`src/rtl/register_file_mp_if.sv`:
```
`default_nettype none
// ============================================================================
//  Module   : register_file_mp_if
//  Purpose  : Bus bundle for the multi-port MIPS register file: read ports,
//             two write ports, step enable and the valid/ready dump stream.
//  Ports    : i_step, i_rd_addr / o_rd_data (NREAD packed ports),
//             i_we0/i_waddr0/i_wdata0, i_we1/i_waddr1/i_wdata1,
//             i_dump_start, i_dump_ready, o_dump_valid, o_dump_addr,
//             o_dump_data, o_dump_busy, o_dump_done
//  Modports : master (pipeline / debug side), slave (register file)
//  Revision : 1.0  initial release
// ============================================================================
interface register_file_mp_if #(
    parameter int REGS  = 5,
    parameter int NBITS = 32,
    parameter int NREAD = 2
);
    logic                     i_step;
    logic [NREAD*REGS-1:0]    i_rd_addr;
    logic [NREAD*NBITS-1:0]   o_rd_data;
    logic                     i_we0;
    logic [REGS-1:0]          i_waddr0;
    logic [NBITS-1:0]         i_wdata0;
    logic                     i_we1;
    logic [REGS-1:0]          i_waddr1;
    logic [NBITS-1:0]         i_wdata1;
    logic                     i_dump_start;
    logic                     i_dump_ready;
    logic                     o_dump_valid;
    logic [REGS-1:0]          o_dump_addr;
    logic [NBITS-1:0]         o_dump_data;
    logic                     o_dump_busy;
    logic                     o_dump_done;

    modport master (
        output i_step, i_rd_addr, i_we0, i_waddr0, i_wdata0,
               i_we1, i_waddr1, i_wdata1, i_dump_start, i_dump_ready,
        input  o_rd_data, o_dump_valid, o_dump_addr, o_dump_data,
               o_dump_busy, o_dump_done
    );

    modport slave (
        input  i_step, i_rd_addr, i_we0, i_waddr0, i_wdata0,
               i_we1, i_waddr1, i_wdata1, i_dump_start, i_dump_ready,
        output o_rd_data, o_dump_valid, o_dump_addr, o_dump_data,
               o_dump_busy, o_dump_done
    );
endinterface
`default_nettype wire

```
`src/rtl/register_file_mp.sv`:
```
`default_nettype none
// ============================================================================
//  Module   : register_file_mp
//  Purpose  : Parametrised MIPS general-purpose register file for the ID
//             stage. NREAD combinational read ports, two prioritised write
//             ports (port 1 wins), optional write-through bypass, optional
//             hardwired $zero, selectable reset image and a valid/ready dump
//             engine that streams every register to the debug UART.
//  Ports    : i_clk    - clock, all state changes on posedge
//             i_reset  - synchronous, active-high reset
//             bus      - register_file_mp_if.slave (read/write/dump signals)
//  Revision : 1.0  initial release
// ============================================================================
module register_file_mp #(
    parameter int REGS       = 5,
    parameter int NBITS      = 32,
    parameter int TAM        = 32,
    parameter int NREAD      = 2,
    parameter int ZERO_REG   = 1,
    parameter int BYPASS     = 1,
    parameter int RESET_MODE = 1
) (
    input  wire logic        i_clk,
    input  wire logic        i_reset,
    register_file_mp_if.slave bus
);

    typedef enum logic [1:0] {
        ST_IDLE = 2'd0,
        ST_SEND = 2'd1,
        ST_DONE = 2'd2
    } state_t;

    localparam logic [REGS-1:0] c_LAST_IDX = REGS'(TAM - 1);

    logic [NBITS-1:0]       r_regs [TAM];
    state_t                 r_state;
    state_t                 w_state_nxt;
    logic [REGS-1:0]        r_idx;
    logic [REGS-1:0]        w_idx_nxt;
    logic                   w_dump_valid;
    logic                   w_dump_done;
    logic                   w_we0_eff;
    logic                   w_we1_eff;
    logic [NREAD*NBITS-1:0] w_rd_data;

    // Reset image of register k; $zero is forced to 0 when hardwired.
    function automatic logic [NBITS-1:0] f_reset_image(input int k);
        if (RESET_MODE != 0 && !(ZERO_REG != 0 && k == 0))
            return NBITS'(k);
        return '0;
    endfunction

    // Address names a real, writable/readable storage location.
    function automatic logic f_addr_ok(input logic [REGS-1:0] a);
        return (32'(a) < TAM) && !(ZERO_REG != 0 && a == '0);
    endfunction

    // A write only counts when it will actually commit at the next edge;
    // port 0 is dropped when port 1 targets the same location.
    assign w_we1_eff = bus.i_we1 & bus.i_step & ~i_reset & f_addr_ok(bus.i_waddr1);
    assign w_we0_eff = bus.i_we0 & bus.i_step & ~i_reset & f_addr_ok(bus.i_waddr0)
                     & ~(w_we1_eff & (bus.i_waddr0 == bus.i_waddr1));

    // Shared read path used by every read port and by the dump engine, so
    // that bypass and $zero rules are identical everywhere.
    function automatic logic [NBITS-1:0] f_read(input logic [REGS-1:0] a);
        if (!f_addr_ok(a))
            return '0;
        if (BYPASS != 0 && w_we1_eff && bus.i_waddr1 == a)
            return bus.i_wdata1;
        if (BYPASS != 0 && w_we0_eff && bus.i_waddr0 == a)
            return bus.i_wdata0;
        return r_regs[a];
    endfunction

    // ------------------------------------------------------------------
    // Storage
    // ------------------------------------------------------------------
    always_ff @(posedge i_clk) begin
        if (i_reset) begin
            for (int k = 0; k < TAM; k++)
                r_regs[k] <= f_reset_image(k);
        end else begin
            if (w_we0_eff)
                r_regs[bus.i_waddr0] <= bus.i_wdata0;
            if (w_we1_eff)
                r_regs[bus.i_waddr1] <= bus.i_wdata1;
        end
    end

    // ------------------------------------------------------------------
    // Read ports
    // ------------------------------------------------------------------
    generate
        for (genvar p = 0; p < NREAD; p++) begin : g_rd
            assign w_rd_data[p*NBITS +: NBITS] = f_read(bus.i_rd_addr[p*REGS +: REGS]);
        end
    endgenerate

    assign bus.o_rd_data = w_rd_data;

    // ------------------------------------------------------------------
    // Dump engine
    // ------------------------------------------------------------------
    always_ff @(posedge i_clk) begin
        if (i_reset) begin
            r_state <= ST_IDLE;
            r_idx   <= '0;
        end else begin
            r_state <= w_state_nxt;
            r_idx   <= w_idx_nxt;
        end
    end

    always_comb begin
        w_state_nxt  = r_state;
        w_idx_nxt    = r_idx;
        w_dump_valid = 1'b0;
        w_dump_done  = 1'b0;
        case (r_state)
            ST_IDLE: begin
                if (bus.i_dump_start) begin
                    w_state_nxt = ST_SEND;
                    w_idx_nxt   = '0;
                end
            end
            ST_SEND: begin
                w_dump_valid = 1'b1;
                if (bus.i_dump_ready) begin
                    if (r_idx == c_LAST_IDX)
                        w_state_nxt = ST_DONE;
                    else
                        w_idx_nxt = r_idx + 1'b1;
                end
            end
            ST_DONE: begin
                w_dump_done = 1'b1;
                w_state_nxt = ST_IDLE;
                w_idx_nxt   = '0;
            end
            default: begin
                w_state_nxt = ST_IDLE;
                w_idx_nxt   = '0;
            end
        endcase
    end

    // Data is read live so a write to the stalled index is presented at once.
    assign bus.o_dump_valid = w_dump_valid;
    assign bus.o_dump_addr  = r_idx;
    assign bus.o_dump_data  = f_read(r_idx);
    assign bus.o_dump_busy  = (r_state != ST_IDLE);
    assign bus.o_dump_done  = w_dump_done;

endmodule
`default_nettype wire

```
`src/flat_wrapper.sv`:
```
// flat-port wrapper written by rule: the top's interface ports become plain ports
module register_file_mp_flat 
#(
    parameter int REGS       = 5,
    parameter int NBITS      = 32,
    parameter int TAM        = 32,
    parameter int NREAD      = 2,
    parameter int ZERO_REG   = 1,
    parameter int BYPASS     = 1,
    parameter int RESET_MODE = 1
)
  (i_clk, i_reset, bus_i_step, bus_i_rd_addr, bus_i_we0, bus_i_waddr0, bus_i_wdata0, bus_i_we1, bus_i_waddr1, bus_i_wdata1, bus_i_dump_start, bus_i_dump_ready, bus_o_rd_data, bus_o_dump_valid, bus_o_dump_addr, bus_o_dump_data, bus_o_dump_busy, bus_o_dump_done);
  register_file_mp_if #(.REGS(REGS), .NBITS(NBITS), .NREAD(NREAD)) bus_i ();
  input  wire logic i_clk;
  input  wire logic i_reset;
  input wire logic [$bits(bus_i.i_step)-1:0] bus_i_step;
  input wire logic [$bits(bus_i.i_rd_addr)-1:0] bus_i_rd_addr;
  input wire logic [$bits(bus_i.i_we0)-1:0] bus_i_we0;
  input wire logic [$bits(bus_i.i_waddr0)-1:0] bus_i_waddr0;
  input wire logic [$bits(bus_i.i_wdata0)-1:0] bus_i_wdata0;
  input wire logic [$bits(bus_i.i_we1)-1:0] bus_i_we1;
  input wire logic [$bits(bus_i.i_waddr1)-1:0] bus_i_waddr1;
  input wire logic [$bits(bus_i.i_wdata1)-1:0] bus_i_wdata1;
  input wire logic [$bits(bus_i.i_dump_start)-1:0] bus_i_dump_start;
  input wire logic [$bits(bus_i.i_dump_ready)-1:0] bus_i_dump_ready;
  output wire logic [$bits(bus_i.o_rd_data)-1:0] bus_o_rd_data;
  output wire logic [$bits(bus_i.o_dump_valid)-1:0] bus_o_dump_valid;
  output wire logic [$bits(bus_i.o_dump_addr)-1:0] bus_o_dump_addr;
  output wire logic [$bits(bus_i.o_dump_data)-1:0] bus_o_dump_data;
  output wire logic [$bits(bus_i.o_dump_busy)-1:0] bus_o_dump_busy;
  output wire logic [$bits(bus_i.o_dump_done)-1:0] bus_o_dump_done;
  assign bus_i.i_step = bus_i_step;
  assign bus_i.i_rd_addr = bus_i_rd_addr;
  assign bus_i.i_we0 = bus_i_we0;
  assign bus_i.i_waddr0 = bus_i_waddr0;
  assign bus_i.i_wdata0 = bus_i_wdata0;
  assign bus_i.i_we1 = bus_i_we1;
  assign bus_i.i_waddr1 = bus_i_waddr1;
  assign bus_i.i_wdata1 = bus_i_wdata1;
  assign bus_i.i_dump_start = bus_i_dump_start;
  assign bus_i.i_dump_ready = bus_i_dump_ready;
  assign bus_o_rd_data = bus_i.o_rd_data;
  assign bus_o_dump_valid = bus_i.o_dump_valid;
  assign bus_o_dump_addr = bus_i.o_dump_addr;
  assign bus_o_dump_data = bus_i.o_dump_data;
  assign bus_o_dump_busy = bus_i.o_dump_busy;
  assign bus_o_dump_done = bus_i.o_dump_done;
  register_file_mp #(.REGS(REGS), .NBITS(NBITS), .TAM(TAM), .NREAD(NREAD), .ZERO_REG(ZERO_REG), .BYPASS(BYPASS), .RESET_MODE(RESET_MODE)) u_core (.i_clk(i_clk), .i_reset(i_reset), .bus(bus_i));
endmodule
```
`config.mk`:
```
export PLATFORM = sky130hd
export DESIGN_NAME = register_file_mp_flat
export DESIGN_NICKNAME = d
export VERILOG_FILES = /design/src/rtl/register_file_mp_if.sv /design/src/rtl/register_file_mp.sv /design/src/flat_wrapper.sv
export SDC_FILE = /design/constraint.sdc
export NUM_CORES = 2
export LEC_CHECK = 0
export CAP_MARGIN = 20
export CELL_PAD_IN_SITES_DETAIL_PLACEMENT = 1
export CELL_PAD_IN_SITES_GLOBAL_PLACEMENT = 2
export CORE_MARGIN = 3
export CORE_UTILIZATION = 25
export DETAILED_ROUTE_END_ITERATION = 7
export HOLD_SLACK_MARGIN = 0.1
export PLACE_DENSITY = 0.61
export SLEW_MARGIN = 20
export SYNTH_ARGS = -nofsm -noshare
export SYNTH_HDL_FRONTEND = slang
export SYNTH_SLANG_ARGS = --single-unit
```
`constraint.sdc`:
```
create_clock -name i_clk -period 9.5 [get_ports i_clk]
set_input_delay 2.85 -clock i_clk [delete_from_list [all_inputs] [get_ports i_clk]]
set_output_delay 2.85 -clock i_clk [all_outputs]
set_load 0.02 [all_outputs]
```
==> results.py <==
metrics = {
    "routing": {
        "antenna_violating_nets_post_route": 0,
        "post_drt_via_cell_ratio": 6.66,
        "drt_pre_antenna_iters": 6,
        "avgRoutedWirePerCell_um": 45.1,
        "drt_first_iter_violations": 9020,
        "routed-via-count": 56000,
        "detail_route.wirelength_mm": 379,
        "post-route-drc-count": 0,
    },
    "floorplanning": {
        "boundaryPins": 195,
        "die-area_mm2": 0.278,
        "die_height_um": 528,
        "placementRows": 190,
        "floorplan.initialDensity_pct": 25.3,
        "design.core.area_mm2": 0.269,
        "die-width_um": 528,
    },
    "power": {
        "cellLeakagePower_nw": 25.2,
        "power-per-cell-area_mw_per_mm2": 158,
        "max-vdd-ir-drop_mv": 0.151,
    },
    "logic_synthesis": {
        "synth_top_family_by_area": "multiplexers",
        "ys_ff_latch": 1036,
        "ys.flop_type": "sky130_fd_sc_hd__edfxtp_1",
        "syn_area_per_cell_um2": 14.1,
        "synth-warning-count": 0,
        "synth_simple_gate_area_share_pct": 4.72,
        "synth-edff-count": 1024,
        "ys_async_sr_fraction_pct": 0,
        "synth_cell_types": 65,
        "post_synth_xor_xnor_area_pct": 0.476,
        "yosys.area_share.adder_pct": 0.0552,
        "synth.mux.area_fraction_pct": 27.9,
        "synth_compound_area_share_pct": 16.6,
        "portion_of_the_post_synthesis_area_used_by_sequential_elements_pct": 45.6,
        "synth_cells": 4838,
        "mappedNetlistArea_mm2": 0.0680,
    },
    "global_route": {
        "antenna_found_initial": 24,
        "grt_pass1_wl_mm": 507,
        "pin_count_of_the_biggest_net_entering_global_routing": 115,
        "via_count_of_the_first_global_routing_pass": 55600,
        "grt_usage_pct": 26.4,
        "grt.overflow.total": 0,
    },
    "timing": {
        "fin_crit_sh_pct": 99.3,
        "final_hold_viol_count": 0,
        "transition_time_at_the_pin_with_the_least_slew_margin_ns": 1.24,
        "fin_ws_ns": 0.0712,
        "report.final.setup_viol": 0,
        "final_max_slew_viol_count": 0,
        "grt_setup_unrepaired": "false",
        "slew-limit-headroom_pct": 17.1,
        "clock_skew_ns": 0.00272,
        "timing.final.crit_period_ns": 9.43,
        "fmax_mhz": 106,
    },
    "clock_network": {
        "clock_sink_count": 1036,
        "clk_latency_ns": 0.81,
        "cts_made_buffers": 121,
        "cts_repair_resize_count": 2,
        "cts_setup_buffers": 0,
        "max-clock-path-buffers": 3,
        "clk_transition_reported_paths_ns": 0.06,
        "hold_buffers": 0,
        "cts.root.buffer_cell": "sky130_fd_sc_hd__clkbuf_16",
        "tritoncts_clock_tree": "yes",
        "cts_max_level": 3,
    },
    "cells_and_area": {
        "layout_commonest_cell": "sky130_fd_sc_hd__edfxtp_1",
        "layoutNonFillerInstCount": 8410,
        "finish.net_count": 4844,
        "layout_common_cells": "sky130_fd_sc_hd__edfxtp_1, sky130_fd_sc_hd__a22o_1, sky130_fd_sc_hd__mux4_2",
        "signed_area_change_from_the_synthesized_netlist_to_the_final_layout_pct": 15.9,
        "final_layout_size_suffix_gt1_share_pct": 30.6,
    },
    "setup_path": {
        "path_class": "input port to output port",
        "required_ns": 6.65,
        "critPathArrivalTime_ns": 6.58,
        "startpoint_class": "input port",
        "worst-path-max-fanout": 10,
        "endpoint_kind": "output port",
    },
    "place": {
        "final_weighted_congestion_in_routability_driven_placement": 0.889,
        "dpl.cell_count": 8177,
        "i_o_buffers": 194,
        "hpwl_mm": 226,
        "dp_worst_setup_slack_ns": -0.0798,
    },
    "run_status": {
        "status": "completed",
    },
    "hold_path": {
        "timing.hold.worst.class": "flop to flop",
    },
    "run": {
        "maxCapViolations": 0,
    },
}
-- synthesized netlist by cell type (4+ instances only) --
library cell / number / area, µm²
sky130_fd_sc_hd__edfxtp_1: 1024 / 30700
sky130_fd_sc_hd__a22o_1: 908 / 7950
sky130_fd_sc_hd__mux4_2: 797 / 17900
sky130_fd_sc_hd__clkbuf_1: 516 / 1940
sky130_fd_sc_hd__nand2_1: 235 / 882
sky130_fd_sc_hd__o22ai_1: 186 / 1160
sky130_fd_sc_hd__buf_1: 135 / 507
sky130_fd_sc_hd__a22oi_1: 120 / 901
sky130_fd_sc_hd__nor2_1: 109 / 409
sky130_fd_sc_hd__mux2i_1: 103 / 1030
sky130_fd_sc_hd__nor3_1: 95 / 475
sky130_fd_sc_hd__buf_2: 92 / 460
sky130_fd_sc_hd__a21oi_1: 84 / 420
sky130_fd_sc_hd__nand3_1: 83 / 415
sky130_fd_sc_hd__o21ai_0: 43 / 215
sky130_fd_sc_hd__a211oi_1: 36 / 270
sky130_fd_sc_hd__and2_1: 28 / 175
sky130_fd_sc_hd__xnor2_1: 26 / 228
sky130_fd_sc_hd__or3_1: 24 / 150
sky130_fd_sc_hd__buf_6: 18 / 203
sky130_fd_sc_hd__nor2b_1: 17 / 106
sky130_fd_sc_hd__and3_1: 12 / 75.1
sky130_fd_sc_hd__dfxtp_1: 12 / 240
sky130_fd_sc_hd__xor2_1: 11 / 96.3
sky130_fd_sc_hd__inv_1: 10 / 37.5
sky130_fd_sc_hd__or2_2: 9 / 56.3
sky130_fd_sc_hd__nand3b_1: 7 / 52.6
sky130_fd_sc_hd__a211o_1: 6 / 52.6
sky130_fd_sc_hd__and2_0: 6 / 37.5
sky130_fd_sc_hd__nor3b_1: 6 / 45.0
sky130_fd_sc_hd__nor4_1: 6 / 37.5
sky130_fd_sc_hd__a311o_1: 5 / 50.1
sky130_fd_sc_hd__clkinv_1: 5 / 18.8
sky130_fd_sc_hd__nor3_4: 5 / 81.3
sky130_fd_sc_hd__a2111oi_0: 4 / 35.0
sky130_fd_sc_hd__a311oi_1: 4 / 35.0
sky130_fd_sc_hd__and3b_1: 4 / 35.0
sky130_fd_sc_hd__nand4_1: 4 / 25.0
sky130_fd_sc_hd__or3b_2: 4 / 35.0
-- logic make-up (layout without fill, tap and decap cells) --
kind of cell               after synthesis  after routing
DFF                                   1036           1036
muxes                                  902            902
other                                    1             42
AOI/OAI and AO/OA                     1416           1416
buffers and inverters                  776            755
adders and majority gates                3              3
and+or+nand+nor                        667            667
xor gates and xnor gates                37             37
-- final cells by class --
class                           count  area (µm²)
Antenna cell                       10        25.0
Clock buffer                      145        3160
Clock inverter                     76         698
Fill cell                       28300      191000
Inverter                           15        61.3
Multi-Input combinational cell   3057       34600
Sequential cell                  1036       31000
Tap cell                         3552        4440
Timing Repair Buffer              519        4860
-- power by group --
| group | leakage, nW | internal, mW | switching (mW) | total [mW] |
|---|---|---|---|---|
| Clock | 1.88 | 2.67 | 2.15 | 4.83 |
| Combinational | 13.4 | 0.864 | 1.28 | 2.14 |
| Sequential | 9.89 | 5.29 | 0.216 | 5.50 |
-- per-layer routing --
metal	GRT usage (%)	share of wire (%)
met5	0	0.027
met4	14.7	6.6
met3	7.26	11
met2	41.0	45
met1	33.1	37
-- stage by stage --
step	cell area (µm²)	hold slack, ns	TNS (ns)	utilization (%)	total power [mW]
final	78800	0.548	0	29.3	12.5
after global routing	78800	0.585	0	29.3	12.7
after CTS	78800	0.548	0	29.2	12.5
after detailed placement	74900	0.532	-0.0798	27.8	7.69
after global placement	74800	0.527	-0.0432	27.8	7.66
after floorplan	68100	0.484	0	-	6.71
-- worst paths after layout --
| path | start | endpoint | slack [ns] | cells after the start |
|---|---|---|---|---|
| worst max-delay path | bus_i_rd_addr[2] | bus_o_rd_data[9] | 0.07 | 9 |
| worst min-delay path | u_core.r_state[0] | u_core.r_state[0] | 0.55 | 1 |
| worst min register to register | u_core.r_state[0] | u_core.r_state[0] | 0.55 | 1 |
| worst max register to register | u_core.bus.o_dump_addr[1] | flop | 7.49 | 8 |
-- flip-flops by register name, summed over array words and instances, names as in the netlist, named ones only --
signal                  cells
u_core.r_regs            1024
u_core.r_state              2
u_core.bus.o_dump_addr      5
-- worst max-delay path, stage by stage --
cell and delay (ns):
sky130_fd_sc_hd__clkdlybuf4s50_1 0.91, sky130_fd_sc_hd__xnor2_1 0.20, sky130_fd_sc_hd__nand3_1 0.14, sky130_fd_sc_hd__or4_1 0.57, sky130_fd_sc_hd__nor2_4 0.33, sky130_fd_sc_hd__buf_4 0.36
sky130_fd_sc_hd__a22oi_1 0.15, sky130_fd_sc_hd__o21ai_0 0.32, sky130_fd_sc_hd__clkdlybuf4s50_1 0.73
Power figures use the tool's default switching activity.
